**src/rtl/traffic_phase_scheduler.sv**
```systemverilog
// traffic_phase_scheduler: green/yellow/all-red/walk sequencing for one four-approach junction.
// Lamps, walk and cur_phase are registered from the next-state value, so they change on the same edge as state.
module traffic_phase_scheduler #(
  parameter int DWIDTH     = 14,
  parameter int GREEN_MIN  = 4,
  parameter int GREEN_MAX  = 20,
  parameter int YELLOW_CYC = 3,
  parameter int ALLRED_CYC = 2,
  parameter int PED_CYC    = 6,
  parameter int DSHIFT     = 8
) (
  input  logic                clk,
  input  logic                rst,
  input  logic                en,
  input  logic [1:0]          algo,
  input  logic [4*DWIDTH-1:0] dens,
  input  logic [3:0]          ped_req,
  input  logic [3:0]          emg_req,
  output logic [11:0]         light,
  output logic [3:0]          walk,
  output logic [1:0]          cur_phase,
  output logic [2:0]          state
);
  typedef enum logic [2:0] {IDLE = 3'd0, SELECT, GREEN, YELLOW, ALL_RED, PED, EMG} state_e;
  localparam int TW = $clog2(GREEN_MAX + PED_CYC + YELLOW_CYC + ALLRED_CYC + GREEN_MIN + 1);
  localparam logic [TW-1:0] T_MIN = TW'(GREEN_MIN - 1);
  localparam logic [TW-1:0] T_YEL = TW'(YELLOW_CYC - 1);
  localparam logic [TW-1:0] T_AR  = TW'(ALLRED_CYC - 1);
  localparam logic [TW-1:0] T_PED = TW'(PED_CYC - 1);
  localparam logic [11:0]   ALL_RED_LAMPS = 12'h924;
  state_e              state_q, state_d;
  logic [TW-1:0]       timer_q, timer_d, len_q, len_d, glen;
  logic [1:0]          cur_q, cur_d, rr, pick, egrant;
  logic [3:0]          pend_q, pend_d, walk_q, walk_d;
  logic [11:0]         light_q, light_d;
  logic [DWIDTH-1:0]   best, shifted;
  logic                own, other;
  always_comb begin
    rr = cur_q + 2'd1;
    pick = rr;
    best = '0;
    for (int i = 0; i < 4; i++)
      if (2'(i) != cur_q && dens[DWIDTH*i +: DWIDTH] > best) begin
        pick = 2'(i);
        best = dens[DWIDTH*i +: DWIDTH];
      end
    if (best == '0 && dens[DWIDTH*cur_q +: DWIDTH] != '0) pick = cur_q;
    if (algo != 2'd2) pick = rr;
    shifted = dens[DWIDTH*pick +: DWIDTH] >> DSHIFT;
    glen = (algo == 2'd1 || algo == 2'd2)
         ? (shifted < DWIDTH'(GREEN_MIN) ? TW'(GREEN_MIN) : shifted > DWIDTH'(GREEN_MAX) ? TW'(GREEN_MAX) : TW'(shifted))
         : TW'(GREEN_MAX);
    egrant = emg_req[0] ? 2'd0 : emg_req[1] ? 2'd1 : emg_req[2] ? 2'd2 : 2'd3;
    own = emg_req[cur_q];
    other = |(emg_req & ~(4'b1 << cur_q));
    state_d = state_q;
    timer_d = timer_q + 1'b1;
    len_d = len_q;
    cur_d = cur_q;
    case (state_q)
      IDLE:    state_d = en ? ALL_RED : IDLE;
      ALL_RED: if (timer_q == T_AR) state_d = !en ? IDLE : |emg_req ? EMG : |pend_q ? PED : SELECT;
      SELECT: begin
        state_d = GREEN;
        cur_d = pick;
        len_d = glen - 1'b1;
      end
      GREEN:
        // an emergency on the green approach freezes the timer and holds green
        if (!en || (!own && (timer_q == len_q || (other && timer_q >= T_MIN)))) state_d = YELLOW;
        else if (own) timer_d = timer_q;
      YELLOW:  if (timer_q == T_YEL) state_d = ALL_RED;
      PED:     if (timer_q == T_PED) state_d = ALL_RED;
      EMG:
        if (timer_q >= T_MIN && !emg_req[cur_q]) state_d = YELLOW;
        else if (timer_q >= T_MIN) timer_d = timer_q;
      default: state_d = ALL_RED;
    endcase
    if (state_q == ALL_RED && state_d == EMG) cur_d = egrant;
    if (state_d != state_q || state_q == IDLE) timer_d = '0;
    light_d = ALL_RED_LAMPS;
    light_d[3*cur_d +: 3] = (state_d == GREEN || state_d == EMG) ? 3'b001 : state_d == YELLOW ? 3'b010 : 3'b100;
    walk_d = state_d == PED ? (state_q == PED ? walk_q : pend_q) : 4'b0;
    pend_d = (pend_q | ped_req) & ~(state_q == PED && state_d != PED ? walk_q : 4'b0);
  end
  always_ff @(posedge clk)
    if (rst) begin
      state_q <= ALL_RED;
      timer_q <= '0;
      len_q   <= '0;
      cur_q   <= 2'd3;
      pend_q  <= '0;
      walk_q  <= '0;
      light_q <= ALL_RED_LAMPS;
    end else begin
      state_q <= state_d;
      timer_q <= timer_d;
      len_q   <= len_d;
      cur_q   <= cur_d;
      pend_q  <= pend_d;
      walk_q  <= walk_d;
      light_q <= light_d;
    end
  assign light = light_q;
  assign walk = walk_q;
  assign cur_phase = cur_q;
  assign state = state_q;
endmodule
```
**config.mk**
```make
export PLATFORM = sky130hd
export DESIGN_NAME = traffic_phase_scheduler
export DESIGN_NICKNAME = d
export VERILOG_FILES = /design/src/rtl/traffic_phase_scheduler.sv
export SDC_FILE = /design/constraint.sdc
export NUM_CORES = 1
export LEC_CHECK = 0
export CAP_MARGIN = 20
export CORE_MARGIN = 1.5
export CORE_UTILIZATION = 56
export DETAILED_ROUTE_END_ITERATION = 7
export GPL_ROUTABILITY_DRIVEN = 1
export PLACE_DENSITY = 0.87
export SLEW_MARGIN = 20
export SYNTH_ARGS = -nofsm -noshare
export SYNTH_HDL_FRONTEND = slang
export SYNTH_SLANG_ARGS = --single-unit
```
**constraint.sdc**
```tcl
create_clock -name clk -period 24.5 [get_ports clk]
set_clock_uncertainty 0.05 [all_clocks]
set_input_delay 6.125 -clock clk [delete_from_list [all_inputs] [get_ports clk]]
set_output_delay 6.125 -clock clk [all_outputs]
set_load 0.05 [all_outputs]
```
==> results.sh <==
export IMPL_internal_power_w=0.000160
export IMPL_place_congestion=0.964
export IMPL_crit_arrival_ns=16.14
export IMPL_ys_warnings_count=0
export IMPL_route_detailed_vias_per_inst=6.17
export IMPL_grt_overflow_total=0
export IMPL_worst_hold_path_type="flop to flop"
export IMPL_power_switching_share=0.449
export IMPL_postCtsHoldBufs=0
export IMPL_ios=90
export IMPL_postRouteWirelength_um=11900
export IMPL_post_synth_num_cell_types=63
export IMPL_pwr_density_cell_mw_per_mm2=58.8
export IMPL_synthCells=513
export IMPL_worst_pin_slew_ns=1.06
export IMPL_h_tree_depth=2
export IMPL_cts_root_buf="sky130_fd_sc_hd__clkbuf_8"
export IMPL_critical_path_endpoint_type="flop"
export IMPL_cp_top_family="compound AO/OA/AOI/OAI gates"
export IMPL_detail_route_wl_per_cell_um=17.2
export IMPL_critPathKind="input pin to flop"
export IMPL_slowest_stage="sky130_fd_sc_hd__o21ai_2"
export IMPL_antenna_found_initial=0
export IMPL_dpl_hpwl_um=9650
export IMPL_cts_num_sinks=37
export IMPL_setup_violations=0
export IMPL_final_min_period_over_clock_period=0.651
export IMPL_final_antenna_net_count=0
export IMPL_post_route_drc_count=0
export IMPL_power_clock_fraction=0.158
export IMPL_crit_path_frequent_cell="sky130_fd_sc_hd__ha_1"
export IMPL_hold_path_start="pend_q[2]"
export IMPL_area_delta_synth_final_pct=26.2
export IMPL_chipWidth_um=86.6
export IMPL_timing_fmax_mhz=62.7
export IMPL_final_setup_tns_ns=0
export IMPL_power_leakage_nw=2.08
export IMPL_syn_num_nets=638
export IMPL_worst_endpoint_required_ns=24.69
export IMPL_port_buffer_cells=89
export IMPL_antenna_cells=0
export IMPL_hold_viol=0
export IMPL_worstPathMaxFanout=30
export IMPL_dr_first_iter_drc_count=502
export IMPL_core_region_area_mm2=0.00679
export IMPL_status="finished, final reports clean"
export IMPL_max_cap_violations=0
export IMPL_cell_area_after_synthesis_mm2=0.00391
export IMPL_die_area_mm2=0.00750
export IMPL_cts_resized=0
export IMPL_delay_of_the_slowest_cell_on_the_worst_path_ns=0.84
export IMPL_grt_setup_unrepaired="no"
export IMPL_grt_max_degree=31
export IMPL_post_cts_setup_buffers=0
export IMPL_floorplan_rows=30
export IMPL_slew_violations=0
export IMPL_power_combinational_fraction=0.587
export IMPL_timing_critical_path_buf_inv=2
export IMPL_synth_seq_area_share=0.189
export IMPL_post_synth_edffs=0
export IMPL_die_h_um=86.6
export IMPL_setup_worst_path_start_class="input pin"
export IMPL_cts_clk_slew_worst_paths_ns=0.08
export IMPL_sequentialPowerShare=0.256
export IMPL_synth_ff_latch_count=37
export IMPL_global_route_wire_length_before_repair_um=19300
export IMPL_post_synth_cell_area_avg_um2=7.63
export IMPL_synthArstFlopShare=0
export IMPL_later_pin_clock_latency_in_the_skew_report_ns=0.29
export IMPL_ys_dominant_reg_cell="sky130_fd_sc_hd__dfxtp_1"
export IMPL_worst_ir_drop_vdd_mv=0.0290
export IMPL_initial_core_util=0.576
export IMPL_post_route_cells_drive_above_1_share=0.0472
export IMPL_clock_path_buffers=2
export IMPL_cts_tree="yes"
export IMPL_drt_pass1_iterations=6
export IMPL_fillCellCount=570
export IMPL_cts_buffers_inserted=5
export IMPL_vias_in_the_first_global_route=4066
export IMPL_worst_hold_slack_ns=0.420
export IMPL_power_switching_w=0.000130
export IMPL_num_vias=4249
export IMPL_worstReg2RegStart="cur_phase[0]"
export IMPL_grt_total_usage=0.323
export IMPL_nNetsFinal=717
export IMPL_final_period_demand_of_the_worst_path_ns=15.95
export IMPL_crit_start="dens[9]"
export IMPL_timing_slew_headroom=0.291
[cells in the mapped netlist (3+ instances only)]
master,number,share of area
sky130_fd_sc_hd__xnor2_1,9,0.020
sky130_fd_sc_hd__nor2b_1,11,0.018
sky130_fd_sc_hd__nor2_1,69,0.066
sky130_fd_sc_hd__nor3b_1,3,0.0058
sky130_fd_sc_hd__inv_1,21,0.020
sky130_fd_sc_hd__nand3_1,9,0.012
sky130_fd_sc_hd__o211ai_1,6,0.012
sky130_fd_sc_hd__buf_6,3,0.0086
sky130_fd_sc_hd__mux2_2,7,0.020
sky130_fd_sc_hd__nand2b_1,5,0.0080
sky130_fd_sc_hd__nand2_1,48,0.046
sky130_fd_sc_hd__and3_1,3,0.0048
sky130_fd_sc_hd__and2_1,8,0.013
sky130_fd_sc_hd__a21o_1,13,0.025
sky130_fd_sc_hd__nor4_1,12,0.019
sky130_fd_sc_hd__ha_1,56,0.18
sky130_fd_sc_hd__nand3b_1,3,0.0058
sky130_fd_sc_hd__nor4b_1,4,0.0090
sky130_fd_sc_hd__or3_1,7,0.011
sky130_fd_sc_hd__nand4_1,12,0.019
sky130_fd_sc_hd__o21ai_0,16,0.020
sky130_fd_sc_hd__or2_2,3,0.0048
sky130_fd_sc_hd__nor3_1,10,0.013
sky130_fd_sc_hd__mux2i_1,15,0.038
sky130_fd_sc_hd__and4_1,4,0.0090
sky130_fd_sc_hd__a311oi_1,4,0.0090
sky130_fd_sc_hd__clkbuf_1,14,0.013
sky130_fd_sc_hd__a41oi_1,3,0.0067
sky130_fd_sc_hd__dfxtp_1,37,0.19
sky130_fd_sc_hd__a31oi_1,3,0.0048
sky130_fd_sc_hd__a211oi_1,7,0.013
sky130_fd_sc_hd__a21oi_1,45,0.058
[registers in the layout (all words and copies together), names as in the netlist]
register   count
light         12
walk           4
cur_phase      2
pend_q         4
len_q          6
timer_q        6
state          3
[layout by cell type, fill, tap and decap left out, types with 3 or more instances in the layout]
cell type	count
sky130_fd_sc_hd__a21o_1	13
sky130_fd_sc_hd__nor4_1	12
sky130_fd_sc_hd__and3_1	3
sky130_fd_sc_hd__a21oi_1	45
sky130_fd_sc_hd__nand3b_1	3
sky130_fd_sc_hd__a31oi_1	3
sky130_fd_sc_hd__nand4_1	12
sky130_fd_sc_hd__nor4b_1	4
sky130_fd_sc_hd__nand2_1	48
sky130_fd_sc_hd__nor3_1	10
sky130_fd_sc_hd__a311oi_1	4
sky130_fd_sc_hd__a41oi_1	3
sky130_fd_sc_hd__inv_1	21
sky130_fd_sc_hd__nor2_1	69
sky130_fd_sc_hd__clkdlybuf4s50_1	89
sky130_fd_sc_hd__mux2_2	7
sky130_fd_sc_hd__and2_1	8
sky130_fd_sc_hd__dfxtp_1	37
sky130_fd_sc_hd__o211ai_1	6
sky130_fd_sc_hd__or3_1	7
sky130_fd_sc_hd__o21ai_0	16
sky130_fd_sc_hd__nand2b_1	5
sky130_fd_sc_hd__nor2b_1	11
sky130_fd_sc_hd__nand3_1	9
sky130_fd_sc_hd__clkbuf_8	6
sky130_fd_sc_hd__and4_1	4
sky130_fd_sc_hd__nor3b_1	3
sky130_fd_sc_hd__mux2i_1	15
sky130_fd_sc_hd__a211oi_1	7
sky130_fd_sc_hd__ha_1	56
sky130_fd_sc_hd__or2_2	3
sky130_fd_sc_hd__xnor2_1	9
[worst reg2reg max path, delay by kind of cell, from the launching register on]
kind | cells | cell delay (ns)
muxes | 3 | 1.00
AOI/OAI and AO/OA | 14 | 4.28
buffers and inverters | 3 | 0.83
and+or+nand+nor | 10 | 2.11
adders and majority gates | 5 | 1.45
DFF | 1 | 0.56
[cell families (layout without fill, tap and decap cells)]
family,after synthesis,count (layout),synth area share
and+or+nand+nor,217,217,0.276
AOI/OAI and AO/OA,129,129,0.220
adders and majority gates,56,56,0.179
buffers and inverters,39,119,0.0435
DFF,37,37,0.189
muxes,24,24,0.0678
xor gates and xnor gates,11,11,0.0246
[worst paths after layout]
kind,endpoint,slack [ns],depth (start not counted)
worst max-delay path,len_q[2],8.55,35
worst min-delay path,walk[2],0.42,2
worst max register to register,len_q[2],14.18,35
worst min register to register,walk[2],0.42,2
[power groups by stage]
stage	registers (W)	logic [W]	clock network, W
floorplan	0.0000836	0.000109	0
global placement	0.0000750	0.000159	0
detailed placement	0.0000753	0.000166	0
CTS	0.0000739	0.000168	0.0000460
global route	0.0000749	0.000187	0.0000489
finish	0.0000742	0.000170	0.0000458
[routing by layer]
metal | global-route usage | up-vias | part of all wire
met4 | 0.0924 | 0 | 0.019
li1 | - | 2042 | -
met1 | 0.429 | 1990 | 0.45
met3 | 0.0514 | 30 | 0.061
met5 | 0 | - | 0
met2 | 0.541 | 187 | 0.47
[through the flow]
| step | setup WS, ns | instances | util | power, W | instance area (um^2) |
|---|---|---|---|---|---|
| final | 8.55 | 689 | 0.727 | 0.000290 | 4940 |
| after global routing | 7.77 | 689 | 0.727 | 0.000311 | 4940 |
| after CTS | 8.76 | 689 | 0.727 | 0.000288 | 4940 |
| after detailed placement | 8.47 | 681 | 0.713 | 0.000241 | 4840 |
| after global placement | 8.97 | 681 | 0.713 | 0.000234 | 4840 |
| after floorplan | 10.27 | 513 | - | 0.000193 | 3910 |
[cell type report]
type                            count  area (um^2)  area share
Clock inverter                      2         13.8     0.00279
Sequential cell                    37          741       0.150
Clock buffer                        6         82.6      0.0167
Inverter                           21         78.8      0.0160
Multi-Input combinational cell    437         3000       0.608
Timing Repair Buffer               90          898       0.182
Tap cell                           96          120      0.0243
(Power assumes the default switching activity.)
